**config.mk**
```make
export PLATFORM = sky130hd
export DESIGN_NAME = load_store_unit
export DESIGN_NICKNAME = d
export VERILOG_FILES = /design/src/rtl/riscv_mem_pkg.sv /design/src/rtl/lsu_lane_align.sv /design/src/rtl/load_store_unit.sv
export SDC_FILE = /design/constraint.sdc
export NUM_CORES = 1
export LEC_CHECK = 0
export ABC_CLOCK_PERIOD_IN_PS = 6880
export CORE_MARGIN = 5
export CORE_UTILIZATION = 44
export CTS_BUF_LIST = sky130_fd_sc_hd__clkbuf_2 sky130_fd_sc_hd__clkbuf_4 sky130_fd_sc_hd__clkbuf_8
export CTS_CLUSTER_SIZE = 28
export DETAILED_ROUTE_END_ITERATION = 10
export PLACE_DENSITY = 0.72
export SYNTH_ARGS = -nofsm -noshare
export SYNTH_HDL_FRONTEND = slang
export SYNTH_HIERARCHICAL = 1
export SYNTH_SLANG_ARGS = --single-unit
```
**constraint.sdc**
```tcl
create_clock -name clk -period 6.88 [get_ports clk]
set_clock_uncertainty 0.05 [all_clocks]
set_input_delay 1.032 -clock clk [delete_from_list [all_inputs] [get_ports clk]]
set_output_delay 1.032 -clock clk [all_outputs]
set_load 0.05 [all_outputs]
```
**src/rtl/riscv_mem_pkg.sv**
```systemverilog
// Shared data-side memory definitions: RV32I load/store size codes and the
// load/store sequencer state encoding, also used by the processor decoder.
package riscv_mem_pkg;

    localparam logic [2:0] F3_B  = 3'b000;
    localparam logic [2:0] F3_H  = 3'b001;
    localparam logic [2:0] F3_W  = 3'b010;
    localparam logic [2:0] F3_BU = 3'b100;
    localparam logic [2:0] F3_HU = 3'b101;

    typedef enum logic [1:0] {
        LSU_IDLE  = 2'd0,
        LSU_READ  = 2'd1,
        LSU_WRITE = 2'd2,
        LSU_RESP  = 2'd3
    } lsu_state_t;

    // True when the size code is legal for the direction and the offset is aligned.
    function automatic logic access_ok(input logic is_store, input logic [2:0] f3,
                                       input logic [1:0] offset);
        logic legal;
        logic aligned;
        if (is_store) begin
            legal = (f3 == F3_B) || (f3 == F3_H) || (f3 == F3_W);
        end else begin
            legal = (f3 == F3_B) || (f3 == F3_H) || (f3 == F3_W) ||
                    (f3 == F3_BU) || (f3 == F3_HU);
        end
        case (f3[1:0])
            2'b01:   aligned = (offset[0] == 1'b0);
            2'b10:   aligned = (offset == 2'b00);
            default: aligned = 1'b1;
        endcase
        return legal && aligned;
    endfunction

endpackage

```
**src/rtl/lsu_lane_align.sv**
```systemverilog
// Combinational byte-lane steering: load extract/extend and sub-word store merge
// for a little-endian 32-bit word.
module lsu_lane_align
    import riscv_mem_pkg::*;
(
    input  logic [1:0]  offset,
    input  logic [2:0]  funct3,
    input  logic [31:0] word,
    input  logic [31:0] new_data,
    output logic [31:0] load_data,
    output logic [31:0] store_word
);

    logic [7:0]  byte_sel;
    logic [15:0] half_sel;

    // Select the addressed lane and extend it to a full load result.
    always_comb begin
        byte_sel = word[{offset, 3'b000} +: 8];
        if (offset[1]) begin
            half_sel = word[31:16];
        end else begin
            half_sel = word[15:0];
        end
        case (funct3)
            F3_B:    load_data = {{24{byte_sel[7]}}, byte_sel};
            F3_H:    load_data = {{16{half_sel[15]}}, half_sel};
            F3_BU:   load_data = {24'h000000, byte_sel};
            F3_HU:   load_data = {16'h0000, half_sel};
            default: load_data = word;
        endcase
    end

    // Replace only the addressed lane of the old word; full words pass straight through.
    always_comb begin
        store_word = word;
        case (funct3)
            F3_B: store_word[{offset, 3'b000} +: 8] = new_data[7:0];
            F3_H: begin
                if (offset[1]) begin
                    store_word[31:16] = new_data[15:0];
                end else begin
                    store_word[15:0] = new_data[15:0];
                end
            end
            default: store_word = new_data;
        endcase
    end

endmodule

```
**src/rtl/load_store_unit.sv**
```systemverilog
// Data-side access sequencer: turns one load/store request into word-aligned
// memory cycles, with read-modify-write for byte and halfword stores.
module load_store_unit
    import riscv_mem_pkg::*;
#(
    parameter int MEM_DEPTH = 1024
) (
    input  logic        clk,
    input  logic        rst,
    input  logic        req,
    input  logic        we,
    input  logic [2:0]  funct3,
    input  logic [31:0] addr,
    input  logic [31:0] wdata,
    output logic [31:0] rdata,
    output logic        done,
    output logic        fault,
    output logic        busy,
    output logic [31:0] mem_A,
    output logic [31:0] mem_WD,
    output logic        mem_we,
    input  logic [31:0] mem_RD
);

    lsu_state_t  state;
    logic [31:0] addr_q;
    logic        we_q;
    logic [2:0]  funct3_q;
    logic [31:0] wdata_q;
    logic [31:0] old_q;
    logic        fault_q;

    logic        bad_req;
    logic [31:0] lane_word;
    logic [31:0] load_data;
    logic [31:0] store_word;

    assign bad_req = !access_ok(we, funct3, addr[1:0]);

    // The merge works on the word saved during READ; loads extract straight from memory.
    assign lane_word = (state == LSU_WRITE) ? old_q : mem_RD;

    lsu_lane_align u_align (
        .offset     (addr_q[1:0]),
        .funct3     (funct3_q),
        .word       (lane_word),
        .new_data   (wdata_q),
        .load_data  (load_data),
        .store_word (store_word)
    );

    assign mem_A  = {addr_q[31:2], 2'b00};
    assign mem_WD = (state == LSU_WRITE) ? store_word : 32'h0000_0000;
    assign mem_we = (state == LSU_WRITE);
    assign busy   = (state != LSU_IDLE);
    assign done   = (state == LSU_RESP);
    assign fault  = (state == LSU_RESP) && fault_q;

    // Sequencer: capture, optional read, optional write, one response cycle.
    always_ff @(posedge clk or posedge rst) begin
        if (rst) begin
            state    <= LSU_IDLE;
            addr_q   <= 32'h0000_0000;
            we_q     <= 1'b0;
            funct3_q <= 3'b000;
            wdata_q  <= 32'h0000_0000;
            old_q    <= 32'h0000_0000;
            fault_q  <= 1'b0;
            rdata    <= 32'h0000_0000;
        end else begin
            case (state)
                LSU_IDLE: begin
                    if (req) begin
                        addr_q   <= addr;
                        we_q     <= we;
                        funct3_q <= funct3;
                        wdata_q  <= wdata;
                        fault_q  <= bad_req;
                        if (bad_req) begin
                            state <= LSU_RESP;
                        end else if (we && (funct3 == F3_W)) begin
                            state <= LSU_WRITE;
                        end else begin
                            state <= LSU_READ;
                        end
                    end else begin
                        state <= LSU_IDLE;
                    end
                end
                LSU_READ: begin
                    if (we_q) begin
                        old_q <= mem_RD;
                        state <= LSU_WRITE;
                    end else begin
                        rdata <= load_data;
                        state <= LSU_RESP;
                    end
                end
                LSU_WRITE: state <= LSU_RESP;
                LSU_RESP:  state <= LSU_IDLE;
                default:   state <= LSU_IDLE;
            endcase
        end
    end

endmodule
```
==> metrics.md <==
| Metric | Value |
|---|---|
| Outcome | completed |
| Vias in the first global route | 6342 |
| Util after Layout | between 50% and 60% |
| Reg2Reg Capture Point | rdata[8] |
| Initial antenna violation count | 0 |
| #FFs+latches synth | 135 |
| Clock sink count | between 100 and 150 |
| Crit path kind | flip-flop to primary output |
| Clk buf depth | 2 |
| Via count | 6112 |
| M2 GR Usage | 37.3% |
| Worst-Skew Late Latency | 440 ps |
| Slowest CP cell | dfrtp_1 |
| Crit path largest cell delay | 910 ps |
| Multi-input gate area | 3900 um^2 |
| Mapped cell area | 7900 um^2 |
| Top-Level Pins | ~200 |
| Peak supply drop | 0.000348 V |
| Average wire per standard cell | 22.0 um |
| Placer Congestion | 0.901 |
| Number of flops mapped to enable cells by yosys | 0 |
| Hold Path End | fault_q |
| Clock transition at path regs | 60 ps |
| Die width | 144 um |
| Die Ht | 144 um |
| H-Tree Depth | 4 |
| Root Buffer | clkbuf_8 |
| N_diodes | 0 |
| First-pass GRT wire length | between 30000 and 40000 um |
| Initial DRC Count | 398 |
| Met1 usage | 29.6% |
| Cell variety after synth | 52 |
| Max_slew headroom | 16.7% |
| Arr. time, crit path | 4380 ps |
| TritonRoute pass-1 iters | 5 |
| Seq/Total Area, Yosys | 42.8% |
| Period utilization | 79.3% |
| Busiest layer in global routing | met2 |
| Largest net degree at the start of global routing | between 80 and 90 |
| Total grt overflow | 0 |
| CP max FO | 31 |
| Total track usage | 23.0% |
| CP Cell Sequence | inv_1, ha_1, nor4_1, and4_1, a221o_1, and2_1, clkdlybuf4s50_1 |
| Most frequent cells in the layout | clkdlybuf4s50_1 (200), mux2_2 (158), dfrtp_1 (135) |
| Min-delay worst type | flip-flop to flip-flop |
| Post-CTS Hold Buffers | 0 |
| Data required time of the worst path | 5800 ps |
| Row count | 49 |
| Post-CTS resize count | 0 |
| Initial Utilization | 44.3% |
| RSZ-0062 raised after global routing | no |
| Hold Fails Final Rpt | 0 |
| Startpoint types | flip-flop |
| Port Buf Inserts | 200 |
| Tmin final | approximately 5500 ps |
| Min-Delay Startpoint | fault_q |
| Non-Filler Instances | around 1.1k |
| Met3 global-route usage | 7.87% |
| Reg-to-Reg Start | state[0] |
| Final WL | 23400 um |
| Fin nets | around 940 |
| Slew Viols, Final | 0 |
| Hold path depth | 2 |
| Vias per cell | roughly 5.7 |
| DPL Wire Length | 17000 um |
| Cells after Synth | 685 |
| Reg2Reg Setup Slack | 3440 ps |
| Residual DRC | 0 |
| Max cap viols | 0 |
| Main flop type after synthesis | dfrtp_1 |
| Share of cells above drive strength 1 | 24.1% |
| YS warnings | 6 |
| Placed insts | 1036 |
| Achievable frequency | 183 MHz |
| Final antenna-violating net count | 0 |
| TritonCTS clock tree | yes |
| Area growth syn-to-layout | 27.4% |
| FF-to-FF path depth | 7 |
| PD cells | 593 nW/um^2 |
| Commonest non-fill, non-tap cell in the layout | clkdlybuf4s50_1 |
| Fillers | 1496 |
| Register area | 3380 um^2 |
| Mean Syn Cell Area | 11.5 um^2 |
| Post CTS Setup Buffer Count | 0 |
| Core area | 17800 um^2 |
| Setup_tns | 0 ps |
| Count of final setup violators | 0 |
| Crit path from | addr_q[1] |
| Die area | 20700 um^2 |
| Num CTS Buffers | 17 |
| CP endpoint kind | primary output |
| LEAKAGE | around 4.2 nW |
| Async SR Flop Fraction | 100% |
| Measured slew at the worst slew-check pin | 1230 ps |
-- registers in the layout (all words and copies together), names as in the netlist --
signal    cells
addr_q       32
rdata        32
fault_q       1
wdata_q      32
state         2
old_q        32
funct3_q      3
we_q          1
-- critical path, delay by kind of cell (launching register included) --
kind                       cells  cell delay (ps)
adders and majority gates      1              380
buffers and inverters          2             1370
and+or+nand+nor                3             1050
AOI/OAI and AO/OA              1              220
DFF                            1              910
-- through the flow --
stage / power (mW) / setup WS, ps / area, um^2 / hold WS (ps)
after floorplan: 4.31 / 2190 / 7900 / 392
after global placement: 5.20 / 2020 / 9660 / 419
after detailed placement: 5.29 / 1950 / 9660 / 426
after CTS: 5.98 / 1480 / 10100 / 441
after global routing: 6.29 / 1140 / 10100 / 469
final: 5.97 / 1420 / 10100 / 437
-- metal layers --
metal,share of wire [%],vias up
li1,-,2742
met1,40,3044
met2,48,297
met3,10,29
met4,2.0,0
met5,0,-
-- how the worst max path moves through the flow --
stage               cells after the start          to  slack (ps)
global placement                        7   mem_WD[0]        2020
floorplan                               1   addr_q[0]        2190
CTS                                     7   mem_WD[0]        1480
finish                                  7  mem_WD[11]        1420
detailed placement                      7   mem_WD[0]        1950
global route                            7   mem_WD[4]        1140
-- report_power, final --
| group | total [mW] | internal, mW | switching (mW) | leakage [nW] |
|---|---|---|---|---|
| combinational | 3.76 | 1.53 | 2.23 | 2.35 |
| sequential | 1.53 | 1.20 | 0.324 | 1.60 |
| clock | 0.677 | 0.395 | 0.282 | 0.209 |
-- cell families (layout without fill, tap and decap cells) --
group	count (synthesis)	count (layout)	share of synthesized area, %
AOI/OAI and AO/OA	111	111	11.3
DFF	135	135	42.8
other	1	2	0.0475
buffers and inverters	97	246	7.98
muxes	176	176	25.1
and+or+nand+nor	152	152	10.7
adders and majority gates	13	13	2.06
-- Yosys cell counts, types with 2 or more instances --
master    number  area, um^2
mux2_2       158        1780
dfrtp_1      135        3380
and2_1        35         219
buf_4         35         263
a221o_1       29         290
nand2_1       27         101
buf_2         23         115
nor2_1        20        75.1
nand3_1       19        95.1
nor2b_1       19         119
buf_6         14         158
a22o_1        13         114
ha_1          13         163
clkbuf_1      12        45.0
inv_1         11        41.3
a221oi_1      10        87.6
mux2i_1        9        90.1
a21boi_0       8        60.1
a31oi_1        8        50.1
and3_1         8        50.1
mux2_1         8        90.1
o21ai_0        8        40.0
o22ai_1        8        50.1
a211oi_1       7        52.6
o21a_1         7        52.6
nor4b_1        6        52.6
nand2b_1       4        25.0
a21oi_1        3        15.0
a22oi_1        3        22.5
and4_1         2        17.5
nor3_1         2        10.0
-- area by class of cell --
type / instances / share of cell area [%]
Timing Repair Buffer: 207 / 20.4
Multi-Input combinational cell: 454 / 38.8
Sequential cell: 135 / 33.6
Inverter: 11 / 0.435
Clock buffer: 24 / 3.03
Tap cell: 229 / 2.85
Clock inverter: 4 / 0.945
(Power assumes the default switching activity.)
==> RTL edit, RTL diff (same flow settings) <==
Reset style: synchronous (`rst`), changed in one clocked block.
--- a/src/rtl/load_store_unit.sv
+++ b/src/rtl/load_store_unit.sv
@@ -57,7 +57,7 @@
     assign fault  = (state == LSU_RESP) && fault_q;
 
     // Sequencer: capture, optional read, optional write, one response cycle.
-    always_ff @(posedge clk or posedge rst) begin
+    always_ff @(posedge clk) begin
         if (rst) begin
             state    <= LSU_IDLE;
             addr_q   <= 32'h0000_0000;
Behaviour: differs if rst is asserted again (counterexample within 4 cycles, from zero or initial values and one cycle with rst high); with rst held inactive, the same outputs for 4 cycles.
==> RTL edit against the unedited design <==
  * Cell area is 5.1% lower
  * Core utilization grew 0.99 points
  * Sequential cell count unchanged
  * Setup slack better by 0.041 ns
  * Routed wire length increased by 4.7%
  * Area after synthesis shrank 5.0%
  * Critical path depth is the same
  * Synthesized cell count up 43%
  * Highest routed layer unchanged
Power is not compared: it rests on default switching activity, and its combinational part moved more than twofold at a synthesized area within 25%.
==> RTL edit: results (changes against the unedited design) <==
result of the run finished, final reports clean; worst r2r path cells 9 (+2); GRT Util Overall 0.240 (+0.00913); reg2reg end rdata[12]; multi-input combinational area share 0.431 (+0.0437); post-synthesis async set-or-reset flop share 0 (-1.00); met1 usage 0.311 (+0.0150); worst slew pin tran 1.21 ns (-0.0196 ns); layout cells sized above 1 0.0770 (-0.164); Clock buffer cells 20 (-17%); first-pass GRT wire length 37.4 mm (+3.2%); register fraction of the total cell area 0.283 (-0.0528); final wirelength 24.5 mm (+4.7%); largest net degree at the start of global routing 76 (-6.2%); multi-input gates 722 (+59%); via/cell ratio 5.48 (-4.6%); Syn Inst Count 980 (+43%); met3 Resource Use GR 0.0874 (+0.00867); inverter count 8 (-3); DR vias 7257 (+19%); met1 wire length 10.2 mm (+8.2%); vias in the first global route 6644 (+4.8%); hold slack final 0.403 ns (-0.0337 ns); met3 WL 2.82 mm (+19%); Cell Area, Placed 9180 sq um (-5.0%); First DRT Iteration DRCs 695 (+75%); gpl congestion 0.930 (+3.2%); area growth from synthesis to layout 27.2%; NonClk Buf Share 0.215 (+0.0107)
RTL edit: changes by cell type after synthesis, moves of 12 or more:
cell      change
a21oi_1     +132
buf_2        +12
clkbuf_1     +16
dfrtp_1     -135
dfxtp_1     +135
mux2_2      -122
nand2_1     +261
RTL edit: logic make-up after synthesis:
kind of cell	count (synthesis)	share of synthesized area
flops	135	0.360
mux	46	0.0692
fa+ha+maj	13	0.0217
buf+inv	124	0.0932
other cells	1	0.000499
simple gates	419	0.248
compound gates	242	0.208
RTL edit: how the worst max path moves through the flow:
stage	startpoint	to	slack [ns]	cells after the start
2_1_floorplan	state[0]	mem_WD[28]	3.10	9
3_3_place_gp	addr_q[1]	mem_WD[16]	2.11	7
3_5_place_dp	addr_q[1]	mem_WD[9]	2.02	7
4_1_cts	addr_q[1]	mem_WD[9]	1.53	7
5_1_grt	addr_q[1]	mem_WD[16]	1.24	7
6_report	addr_q[1]	mem_WD[16]	1.46	7
